**src/rtl/gpu_px_pkg.sv**
```systemverilog
// Shared pixel-plane geometry and fill-engine state encoding.
// The FSX read side uses the same geometry constants.
package gpu_px_pkg;

  localparam int unsigned PX_W         = 320;
  localparam int unsigned PX_H         = 240;
  localparam int unsigned PX_ADDR_BITS = 17;
  localparam int unsigned X_BITS       = 9;
  localparam int unsigned Y_BITS       = 8;
  localparam int unsigned COLOR_BITS   = 8;

  localparam logic [X_BITS-1:0]       PX_W_X = X_BITS'(PX_W);
  localparam logic [Y_BITS-1:0]       PX_H_Y = Y_BITS'(PX_H);
  localparam logic [PX_ADDR_BITS-1:0] PX_W_A = PX_ADDR_BITS'(PX_W);

  localparam logic [1:0] ST_IDLE  = 2'd0;
  localparam logic [1:0] ST_WAITV = 2'd1;
  localparam logic [1:0] ST_FILL  = 2'd2;
  localparam logic [1:0] ST_DONE  = 2'd3;

  // y*320 as two shifts; only valid for the default plane width.
  function automatic logic [PX_ADDR_BITS-1:0] row_base(input logic [Y_BITS-1:0] y);
    return (PX_ADDR_BITS'(y) << 8) + (PX_ADDR_BITS'(y) << 6);
  endfunction

endpackage

```
**src/rtl/vram_px_fill.sv**
```systemverilog
// Rectangle-fill engine: writes one clipped pixel per clock into VRAMPX,
// optionally deferred to the next frameDrawn rising edge.
module vram_px_fill
  import gpu_px_pkg::*;
(
  input  logic                    clk,
  input  logic                    nreset,
  input  logic                    start,
  input  logic [X_BITS-1:0]       x,
  input  logic [Y_BITS-1:0]       y,
  input  logic [X_BITS-1:0]       w,
  input  logic [Y_BITS-1:0]       h,
  input  logic [COLOR_BITS-1:0]   color,
  input  logic                    vsync_wait,
  input  logic                    frameDrawn,
  output logic                    busy,
  output logic                    done,
  output logic                    err,
  output logic [PX_ADDR_BITS-1:0] vramPX_addr,
  output logic [COLOR_BITS-1:0]   vramPX_d,
  output logic                    vramPX_we
);

  logic [1:0]              state_q, state_d;
  logic                    busy_q, busy_d, done_q, done_d, err_q, err_d, we_q, we_d;
  logic                    fd_q;
  logic [PX_ADDR_BITS-1:0] addr_q, addr_d, base_q, base_d;
  logic [COLOR_BITS-1:0]   d_q, d_d, color_q, color_d;
  logic [X_BITS-1:0]       wc_q, wc_d, col_q, col_d;
  logic [Y_BITS-1:0]       hc_q, hc_d, row_q, row_d;

  logic                    bad_c;
  logic [X_BITS-1:0]       avail_x_c, wc_c;
  logic [Y_BITS-1:0]       avail_y_c, hc_c;
  logic [PX_ADDR_BITS-1:0] start_base_c;

  // Command validation and clipping against the plane edges.
  always_comb begin
    bad_c        = (x >= PX_W_X) || (y >= PX_H_Y) || (w == '0) || (h == '0);
    avail_x_c    = PX_W_X - x;
    avail_y_c    = PX_H_Y - y;
    wc_c         = (w < avail_x_c) ? w : avail_x_c;
    hc_c         = (h < avail_y_c) ? h : avail_y_c;
    start_base_c = row_base(y) + PX_ADDR_BITS'(x);
  end

  // Next-state and registered-output logic; addr_q always shows the pixel being written.
  always_comb begin
    state_d = state_q;
    busy_d  = busy_q;
    done_d  = 1'b0;
    err_d   = 1'b0;
    we_d    = 1'b0;
    addr_d  = addr_q;
    d_d     = d_q;
    color_d = color_q;
    wc_d    = wc_q;
    hc_d    = hc_q;
    col_d   = col_q;
    row_d   = row_q;
    base_d  = base_q;
    case (state_q)
      ST_IDLE: begin
        if (start) begin
          if (bad_c) begin
            err_d = 1'b1;
          end else begin
            busy_d  = 1'b1;
            wc_d    = wc_c;
            hc_d    = hc_c;
            col_d   = '0;
            row_d   = '0;
            base_d  = start_base_c;
            color_d = color;
            if (vsync_wait) begin
              state_d = ST_WAITV;
            end else begin
              state_d = ST_FILL;
              we_d    = 1'b1;
              addr_d  = start_base_c;
              d_d     = color;
            end
          end
        end
      end
      ST_WAITV: begin
        if (!fd_q && frameDrawn) begin
          state_d = ST_FILL;
          we_d    = 1'b1;
          addr_d  = base_q;
          d_d     = color_q;
        end
      end
      ST_FILL: begin
        if (col_q == wc_q - X_BITS'(1)) begin
          if (row_q == hc_q - Y_BITS'(1)) begin
            state_d = ST_DONE;
            done_d  = 1'b1;
          end else begin
            col_d  = '0;
            row_d  = row_q + Y_BITS'(1);
            base_d = base_q + PX_W_A;
            addr_d = base_q + PX_W_A;
            we_d   = 1'b1;
          end
        end else begin
          col_d  = col_q + X_BITS'(1);
          addr_d = base_q + PX_ADDR_BITS'(col_q + X_BITS'(1));
          we_d   = 1'b1;
        end
      end
      ST_DONE: begin
        state_d = ST_IDLE;
        busy_d  = 1'b0;
      end
      default: state_d = ST_IDLE;
    endcase
  end

  always_ff @(posedge clk or negedge nreset) begin
    if (!nreset) begin
      state_q <= ST_IDLE;
      busy_q  <= 1'b0;
      done_q  <= 1'b0;
      err_q   <= 1'b0;
      we_q    <= 1'b0;
      fd_q    <= 1'b0;
      addr_q  <= '0;
      d_q     <= '0;
      color_q <= '0;
      wc_q    <= '0;
      hc_q    <= '0;
      col_q   <= '0;
      row_q   <= '0;
      base_q  <= '0;
    end else begin
      state_q <= state_d;
      busy_q  <= busy_d;
      done_q  <= done_d;
      err_q   <= err_d;
      we_q    <= we_d;
      fd_q    <= frameDrawn;
      addr_q  <= addr_d;
      d_q     <= d_d;
      color_q <= color_d;
      wc_q    <= wc_d;
      hc_q    <= hc_d;
      col_q   <= col_d;
      row_q   <= row_d;
      base_q  <= base_d;
    end
  end

  assign busy        = busy_q;
  assign done        = done_q;
  assign err         = err_q;
  assign vramPX_we   = we_q;
  assign vramPX_addr = addr_q;
  assign vramPX_d    = d_q;

endmodule

```
**config.mk**
```make
export PLATFORM = sky130hd
export DESIGN_NAME = vram_px_fill
export DESIGN_NICKNAME = d
export VERILOG_FILES = /design/src/rtl/gpu_px_pkg.sv /design/src/rtl/vram_px_fill.sv
export SDC_FILE = /design/constraint.sdc
export NUM_CORES = 1
export LEC_CHECK = 0
export BUFFER_PORTS_ARGS = -buffer_cell sky130_fd_sc_hd__buf_4
export CAP_MARGIN = 20
export CELL_PAD_IN_SITES_DETAIL_PLACEMENT = 0
export CELL_PAD_IN_SITES_GLOBAL_PLACEMENT = 1
export CORE_UTILIZATION = 50
export DETAILED_ROUTE_END_ITERATION = 12
export PLACE_DENSITY = 0.9
export SETUP_SLACK_MARGIN = 0.4
export SYNTH_ARGS = -nofsm -noshare
export SYNTH_HDL_FRONTEND = slang
export SYNTH_SLANG_ARGS = --single-unit
```
**constraint.sdc**
```tcl
create_clock -name clk -period 4.8 [get_ports clk]
set_input_delay 0.24 -clock clk [delete_from_list [all_inputs] [get_ports clk]]
set_output_delay 0.24 -clock clk [all_outputs]
set_load 0.01 [all_outputs]
```
==> impl_metrics.yaml, run 1 <==
drt:
  postRouteAntennaNets: 0
  drc: 0
  vias: 6695
  drt-wirelength-per-cell_microns: 18.9
  dr.pass1.iters: 5
  via_per_inst: 6.23
  wl_mm: 20.3
  drt_iter0_markers: 609
synth:
  ys_top_cells_by_area: "dfrtp_1, ha_1, nand2_1, o21ai_0, xnor2_1"
  muxShareOfSynthArea: 0.0385
  netlist_instances: 837
  synth_top_family_by_area: "compound AO/OA/AOI/OAI gates"
  synth_adder_area_share: 0.0955
  synth-main-ff-cell: "dfrtp_1"
  yosys_warnings: 0
  synth_xor_xnor_area_share: 0.0599
  synth_cell_types: 88
  synth_most_common_cell: "nand2_1"
  synth.avg_cell_area_sq_um: 8.73
  synth-seq-cells: 91
  syn_nets: 938
  synth_compound_area_frac: 0.239
  yosysTopAreaCellShare: 0.311
  synth_area_sq_um: 7310
  synth_top_area_cell: "dfrtp_1"
  synth-edff-count: 0
  async_reset_ff_frac: 1.00
  synth_simple_gate_area_frac: 0.202
  synth_seq_area_share: 0.311
  synth_common_cells: "nand2_1, dfrtp_1, o21ai_0"
die:
  die_h_microns: 123
  dieWidth_microns: 123
  core_sq_um: 14100
  die_area_sq_um: 15100
  io_pins: 76
  row_count: 43
  start_util: 0.519
setup_path:
  worstRegToRegCells: 10
  startpoint_type: "register"
  critPathMaxStageDelay_ns: 0.78
  worst_setup_path_end_kind: "register"
  cp_data_arrival_time_ns: 4.02
  worstPathRequired_ns: 5.05
  slowest_stage: "o211ai_4"
  crit-reg2reg-capture: "vramPX_addr[16]"
  criticalPathCategory: "reg -> reg"
  path_cells: "inv_1, ha_1, nor3b_1, nand2_1, nor4_1, o211a_2, nand3_4, o211ai_4, o21ba_2, a22o_1"
  rr_startpoint: "wc_q[0]"
  crit_fanout: 36
  r2r_setup_slack_ns: 1.03
hold_path:
  holdPathEnd: "color_q[4]"
  hp-class: "in -> reg"
  hp-start: "color[4]"
  hold_depth: 3
pwr:
  finalPower_mw: 5.04
  p_per_area_nw_per_um2: 613
  vdd_drop_max_v: 0.000347
  leakagePower_nw: 3.65
grt:
  grt_pass1_wl_mm: 32.5
  grt_start_max_net_pins: 47
  track_usage: 0.281
  grt_pass1_vias: 6341
  antenna_found_initial: 0
  gr-total-overflow: 0
timing:
  whs_ns: 0.0806
  fin_crit_ns: 3.77
  setup_viol: 0
  worstMarginPinSlew_ns: 1.02
  fin_skew_ns: 0.00820
  timing.setup.tns_ns: 0
  fin_crit_sh: 0.785
  rsz0062_at_grt: "false"
  clock.fmax_mhz: 265
  slew_violations: 0
  slew_headroom: 0.315
  hold_violations: 0
cts:
  root_buffer: "clkbuf_16"
  cts_buffer_depth: 2
  insertion_delay_ns: 0.36
  clkSinkCount: 91
  path_clk_slew_ns: 0.07
  cts_buffers: 9
  cts_tree: "yes"
  htree_levels: 3
finish:
  antenna_cells: 0
  drive_gt1_frac: 0.160
  area_growth_syn_to_layout_pct: 12.4
  layout.nets: 990
run:
  maxCapViolCount: 0
placement:
  portBuffers: 75
  place_congestion: 0.919
  place_hpwl_mm: 14.9
run_status:
  status: "complete, no violations"
-- critical path: cells and delay by family, from the launching register on --
| family | cells | cell delay, ns |
|---|---|---|
| AOI/OAI and AO/OA | 4 | 1.63 |
| and+or+nand+nor | 4 | 1.28 |
| DFF | 1 | 0.44 |
| adders and majority gates | 1 | 0.21 |
| buffers and inverters | 1 | 0.08 |
-- state kept, by name, indices dropped and copies added (netlist names) --
signal and cells:
done 1, row_q 8, base_q 17, vramPX_d 8, err 1, col_q 9
wc_q 9, state_q 2, busy 1, color_q 8, vramPX_addr 17, hc_q 8
fd_q 1, vramPX_we 1
-- cells by family (layout without fill, tap and decap cells) --
logic type	Yosys count	in the layout
and+or+nand+nor	293	293
AOI/OAI and AO/OA	245	245
DFF	91	91
buffers and inverters	77	134
adders and majority gates	54	54
xor gates and xnor gates	50	50
muxes	27	27
-- layer usage --
layer	share of wire	GRT usage	vias to the layer above	wire length [microns]
li1	-	-	3169	-
met3	0.054	0.0549	33	1100
met4	0.020	0.0877	0	407
met5	0	0	-	0
met1	0.45	0.374	3279	9130
met2	0.48	0.459	214	9680
-- cell usage in the layout, fill, tap and decap left out, drive strengths merged, types with 4 or more instances in the layout --
cell type    n
and2         5
o41ai        4
a21oi       33
ha          51
a21o        18
clkbuf       9
nor3        19
nand2      100
nor2b        7
mux2         6
buf         80
nand4        7
inv         38
nor4        11
or4          5
nor2        61
dfrtp       91
a31oi       18
a211oi      11
and3         8
xor2        23
or3         12
nand2b      15
o21ai       74
o31ai       22
mux2i       21
nand3       25
a221oi      11
o211ai       7
o21a         5
xnor2       27
or2          6
-- area by class of cell --
class                      instances  area, sq um
clock buffer                       9          225
clock inverter                     7         83.8
fill                            1284         5880
inverter                          36          135
multi-input combinational        669         4650
sequential                        91         2280
tap                              180          225
timing repair buffer              82          621
-- worst max path at each step --
stage          slack, ns     from               to
6_report            1.03  wc_q[0]  vramPX_addr[16]
5_1_grt             0.78  wc_q[0]  vramPX_addr[16]
2_1_floorplan       1.68  wc_q[2]  vramPX_addr[15]
3_3_place_gp        1.24  wc_q[2]  vramPX_addr[16]
4_1_cts             1.10  wc_q[2]  vramPX_addr[16]
3_5_place_dp        1.13  wc_q[2]  vramPX_addr[16]
-- what timing repair did --
action	in CTS	in global routing
buffers inserted	0	0
gates resized for setup	0	0
hold buffers	2	0
hold endpoints to repair	46	0
-- where the power goes --
part           leakage (nW)  switching [mW]  internal, mW
Combinational          2.39            1.62          1.15
Clock                 0.149           0.344         0.414
Sequential             1.12           0.403          1.11
Total                  3.65            2.37          2.67
-- through the flow --
| step | instances | utilization | setup slack [ns] | area (sq um) |
|---|---|---|---|---|
| after global placement | 1056 | 0.560 | 1.24 | 7890 |
| after detailed placement | 1056 | 0.560 | 1.13 | 7890 |
| after global routing | 1074 | 0.583 | 0.781 | 8220 |
| after floorplan | 837 | - | 1.68 | 7310 |
| after CTS | 1074 | 0.583 | 1.10 | 8220 |
| final | 1074 | 0.583 | 1.03 | 8220 |
Power figures use the tool's default switching activity.
==> run 2: changes to the inputs <==
Settings changed: CORE_UTILIZATION 50 to 46, PLACE_DENSITY 0.9 to 0.83.
Clock period 4.8 ns to 3.6 ns, I/O delays scaled along.
==> impl_metrics.yaml, run 2 (same netlist as run 1, synthesis figures left out) <==
run_status:
  status: "complete, no violations"
setup_path:
  slowest_stage: "or4_4"
  worstSetupPathDepth: 11
  worstPathRequired_ns: 3.89
  worstRegToRegCells: 11
  crit_family: "simple AND/OR/NAND/NOR gates"
  crit_fanout: 6
  criticalPathCategory: "reg -> reg"
  cp_data_arrival_time_ns: 3.39
  path_cells: "inv_1, ha_1, and4bb_2, or4_4, a21oi_4, o211ai_4, nor2_4, a31oi_4, clkbuf_16, or4_1, a21oi_1"
  crit_buf_inv: 2
  startpoint_type: "register"
  critPathMaxStageDelay_ns: 0.52
  worst_setup_path_end_kind: "register"
drt:
  dr.pass1.iters: 5
  wl_mm: 21.0
  drt-wirelength-per-cell_microns: 18.6
  vias: 6755
  drt_iter0_markers: 460
  postRouteAntennaNets: 0
  drc: 0
  via_per_inst: 5.98
cts:
  htree_levels: 3
  insertion_delay_ns: 0.36
  cts_buffer_depth: 2
  clkSinkCount: 91
  root_buffer: "clkbuf_16"
  cts_tree: "yes"
  cts_buffers: 9
  path_clk_slew_ns: 0.07
pwr:
  pwr-share-seq: 0.284
  pwr-share-comb: 0.574
  leakagePower_nw: 3.81
  switchingPower_mw: 3.24
  finalPower_mw: 7.03
  swShare: 0.461
  internal-power_mw: 3.78
  vdd_drop_max_v: 0.000355
  clkPwrFrac: 0.141
  p_per_area_nw_per_um2: 819
hold_path:
  hp-class: "in -> reg"
  hold_depth: 3
timing:
  worstMarginPinSlew_ns: 0.915
  slew_headroom: 0.386
  rsz0062_at_grt: "false"
  setup_viol: 0
  fin_crit_sh: 0.863
  slew_violations: 0
  timing.setup.tns_ns: 0
  clock.fmax_mhz: 322
  fin_crit_ns: 3.11
  fin_skew_ns: 0.00955
  whs_ns: 0.0173
  hold_violations: 0
die:
  die_area_sq_um: 16400
  core_sq_um: 15400
  row_count: 45
  die_h_microns: 128
  start_util: 0.476
  io_pins: 76
  dieWidth_microns: 128
grt:
  track_usage: 0.260
  grt_pass1_vias: 6436
  antenna_found_initial: 0
  gr-total-overflow: 0
  grt_start_max_net_pins: 44
  grt_pass1_wl_mm: 33.0
finish:
  postLayoutCellArea_sq_um: 8580
  antenna_cells: 0
  layout.nets: 1014
  fin_cells: 1129
  drive_gt1_frac: 0.194
  final_common_cell: "buf_4"
  fill_cells: 1461
  area_growth_syn_to_layout_pct: 17.4
  final_cell_mix: "buf_4, nand2_1, dfrtp_1, o21ai_0, nor2_1"
placement:
  portBuffers: 75
  place_hpwl_mm: 15.7
  placed_cells: 1097
  placed_area_sq_um: 8020
  place_congestion: 0.899
run:
  maxCapViolCount: 0
==> run 2: cell count changes in the layout (fill, tap and decap cells not counted), sizes merged <==
| cell | change |
|---|---|
| clkinvlp | -1 |
| inv | -3 |
| buf | +23 |
| clkinv | +3 |
| clkbuf | +2 |
==> run 2: stage by stage <==
step	setup WS, ns	util
final	0.495	0.558
after CTS	0.374	0.546
after floorplan	0.485	-
after detailed placement	0.211	0.521
after global routing	0.394	0.558
after global placement	0.378	0.521
==> run 2: repair_timing <==
item	CTS	global route
hold buffers	2	0
cloned	0	2
endpoints found under the setup margin	26	19
endpoints found under the hold margin	26	0
buffers inserted	3	9
pin swaps	2	10
resized for setup	4	17
==> run 2: final timing paths <==
check	startpoint	to	slack, ns
max reg2reg	wc_q[0]	row_q[5]	0.49
max	wc_q[0]	row_q[5]	0.49
min	color[2]	color_q[2]	0.02
min in group asynchronous	nreset	base_q[7]	0.29
max in group asynchronous	nreset	hc_q[4]	2.41
min reg2reg	color_q[0]	color_q[0]	0.48
==> run 2: final cells by class <==
cell class                 count  area (sq um)  area share
inverter                      36           135      0.0158
multi-input combinational    669          4760       0.555
sequential                    91          2280       0.266
clock buffer                  10           229      0.0267
timing repair buffer         106           838      0.0977
clock inverter                 6          73.8     0.00860
tap                          211           264      0.0308
==> run 2: power groups by stage <==
stage / logic [mW] / registers (mW) / clock network [mW]
3_3_place_gp: 3.67 / 1.96 / 0
4_1_cts: 3.87 / 1.98 / 1.01
3_5_place_dp: 3.77 / 1.99 / 0
6_report: 4.04 / 2.00 / 0.993
5_1_grt: 4.45 / 2.06 / 1.04
2_1_floorplan: 2.81 / 1.87 / 0
==> run 2: worst register-to-register path, cell delays in order, from the launching register on <==
cell and delay, ns:
dfrtp_2 0.42, inv_1 0.06, ha_1 0.24, and4bb_2 0.25
or4_4 0.52, a21oi_4 0.21, o211ai_4 0.14, nor2_4 0.21
a31oi_4 0.15, clkbuf_16 0.22, or4_1 0.46, a21oi_1 0.15
==> run 2: per-layer routing <==
metal / vias to the layer above / wire length (microns) / GRT usage
met1: 3274 / 9120 / 0.338
li1: 3204 / - / -
met5: - / 0 / 0
met3: 53 / 1030 / 0.0321
met2: 224 / 10000 / 0.419
met4: 0 / 889 / 0.149
==> run 3: changes to the inputs <==
Settings changed: CORE_UTILIZATION 46 to 50, PLACE_DENSITY 0.83 to 0.9.
Clock period 3.6 ns to 4 ns, I/O delays scaled along.
==> impl_metrics.yaml, run 3 (same netlist as run 1, synthesis figures left out) <==
timing:
  clock.fmax_mhz: 286
  whs_ns: 0.0398
  fin_crit_sh: 0.874
  fin_crit_ns: 3.50
  worstMarginPinSlew_ns: 0.964
  slew_headroom: 0.353
  timing.setup.tns_ns: 0
  hold_violations: 0
  slew_violations: 0
  rsz0062_at_grt: "true"
  fin_skew_ns: 0.00970
  setup_viol: 0
die:
  die_area_sq_um: 15100
  core_sq_um: 14100
  dieWidth_microns: 123
  row_count: 43
  start_util: 0.519
  io_pins: 76
  die_h_microns: 123
finish:
  drive_gt1_frac: 0.165
  fill_cells: 1262
  antenna_cells: 0
  layout.nets: 994
  final_common_cell: "nand2_1"
  final_cell_mix: "nand2_1, dfrtp_1, buf_4, o21ai_0, nor2_1"
  area_growth_syn_to_layout_pct: 13.1
  postLayoutCellArea_sq_um: 8270
hold_path:
  hp-class: "in -> reg"
  hold_depth: 3
  holdPathEnd: "color_q[1]"
  hp-start: "color[1]"
grt:
  gr-total-overflow: 0
  grt_pass1_wl_mm: 33.5
  grt.met2_usage: 0.469
  use_met1: 0.384
  track_usage: 0.287
  met3_usage: 0.0623
  antenna_found_initial: 0
  grt_start_max_net_pins: 64
  grt-busiest-layer: "met2"
  grt_pass1_vias: 6537
setup_path:
  crit-reg2reg-capture: "vramPX_addr[15]"
  crit_fanout: 16
  critPathMaxStageDelay_ns: 0.66
  worstSetupStartpoint: "wc_q[2]"
  startpoint_type: "register"
  r2r_setup_slack_ns: 0.50
  rr_startpoint: "wc_q[2]"
  worst_setup_path_end_kind: "register"
  slowest_stage: "or4_1"
  worstRegToRegCells: 8
  worstPathRequired_ns: 4.27
  path_cells: "or4_1, or4_4, a21oi_2, o211a_2, nand2_4, a2111oi_4, mux2_1, a211oi_2"
  criticalPathCategory: "reg -> reg"
  cp_data_arrival_time_ns: 3.77
drt:
  dr.pass1.iters: 5
  drc: 0
  postRouteAntennaNets: 0
  drt_iter0_markers: 568
  wl_mm: 20.5
  vias: 6739
  drt-wirelength-per-cell_microns: 19.0
  via_per_inst: 6.25
run_status:
  status: "complete, no violations"
placement:
  portBuffers: 75
  placed_area_sq_um: 7910
  place_congestion: 0.952
  place_hpwl_mm: 15.2
cts:
  insertion_delay_ns: 0.36
  path_clk_slew_ns: 0.07
  htree_levels: 3
  clkSinkCount: 91
  cts_buffer_depth: 2
  cts_buffers: 9
  cts_tree: "yes"
  root_buffer: "clkbuf_16"
pwr:
  vdd_drop_max_v: 0.000435
  p_per_area_nw_per_um2: 737
  leakagePower_nw: 3.67
run:
  maxCapViolCount: 0
[run 3: worst max path at each step]
stage | endpoint | slack, ns | cells after the start
6_report | vramPX_addr[15] | 0.50 | 8
4_1_cts | vramPX_addr[15] | 0.50 | 8
3_3_place_gp | vramPX_addr[0] | 0.68 | 9
2_1_floorplan | vramPX_addr[15] | 0.88 | 10
3_5_place_dp | vramPX_addr[15] | 0.55 | 8
5_1_grt | vramPX_addr[15] | 0.37 | 8
[run 3: through the flow]
stage	setup slack [ns]	utilization	cells	total power, mW
after floorplan	0.885	-	837	4.21
after global placement	0.683	0.561	1059	5.02
after detailed placement	0.554	0.561	1059	5.15
after CTS	0.501	0.585	1077	6.07
after global routing	0.366	0.586	1078	6.57
final	0.503	0.586	1078	6.09
[run 3: layout make-up]
type | instances | area, sq um | area share
flip-flops and latches | 91 | 2280 | 0.275
well taps | 180 | 225 | 0.0272
clock inverters | 7 | 83.8 | 0.0101
multi-input cells | 669 | 4670 | 0.565
inverters | 36 | 135 | 0.0163
repair buffers | 86 | 651 | 0.0787
clock buffers | 9 | 225 | 0.0272
[run 3: what timing repair did]
action,CTS,global route
buffers inserted,0,1
gates resized for setup,0,2
hold buffers,2,0
endpoints found under the setup margin,0,8
hold endpoints to repair,63,0
[run 3: routing by layer]
metal | routed length (microns) | part of all wire
met1 | 9100 | 0.44
met2 | 9890 | 0.48
met3 | 1220 | 0.060
met4 | 289 | 0.014
met5 | 0 | 0
[run 3: worst max-delay path: cells and delay by family (launching register included)]
kind,cells,cell delay [ns]
multiplexers,1,0.38
AND/OR/NAND/NOR,3,1.43
flip-flops,1,0.48
AO/OA/AOI/OAI,4,1.11
[run 3: report_power, final]
group          switching [mW]  total [mW]  internal, mW
clock network           0.403       0.899         0.496
registers               0.476        1.81          1.33
logic                    1.97        3.39          1.41
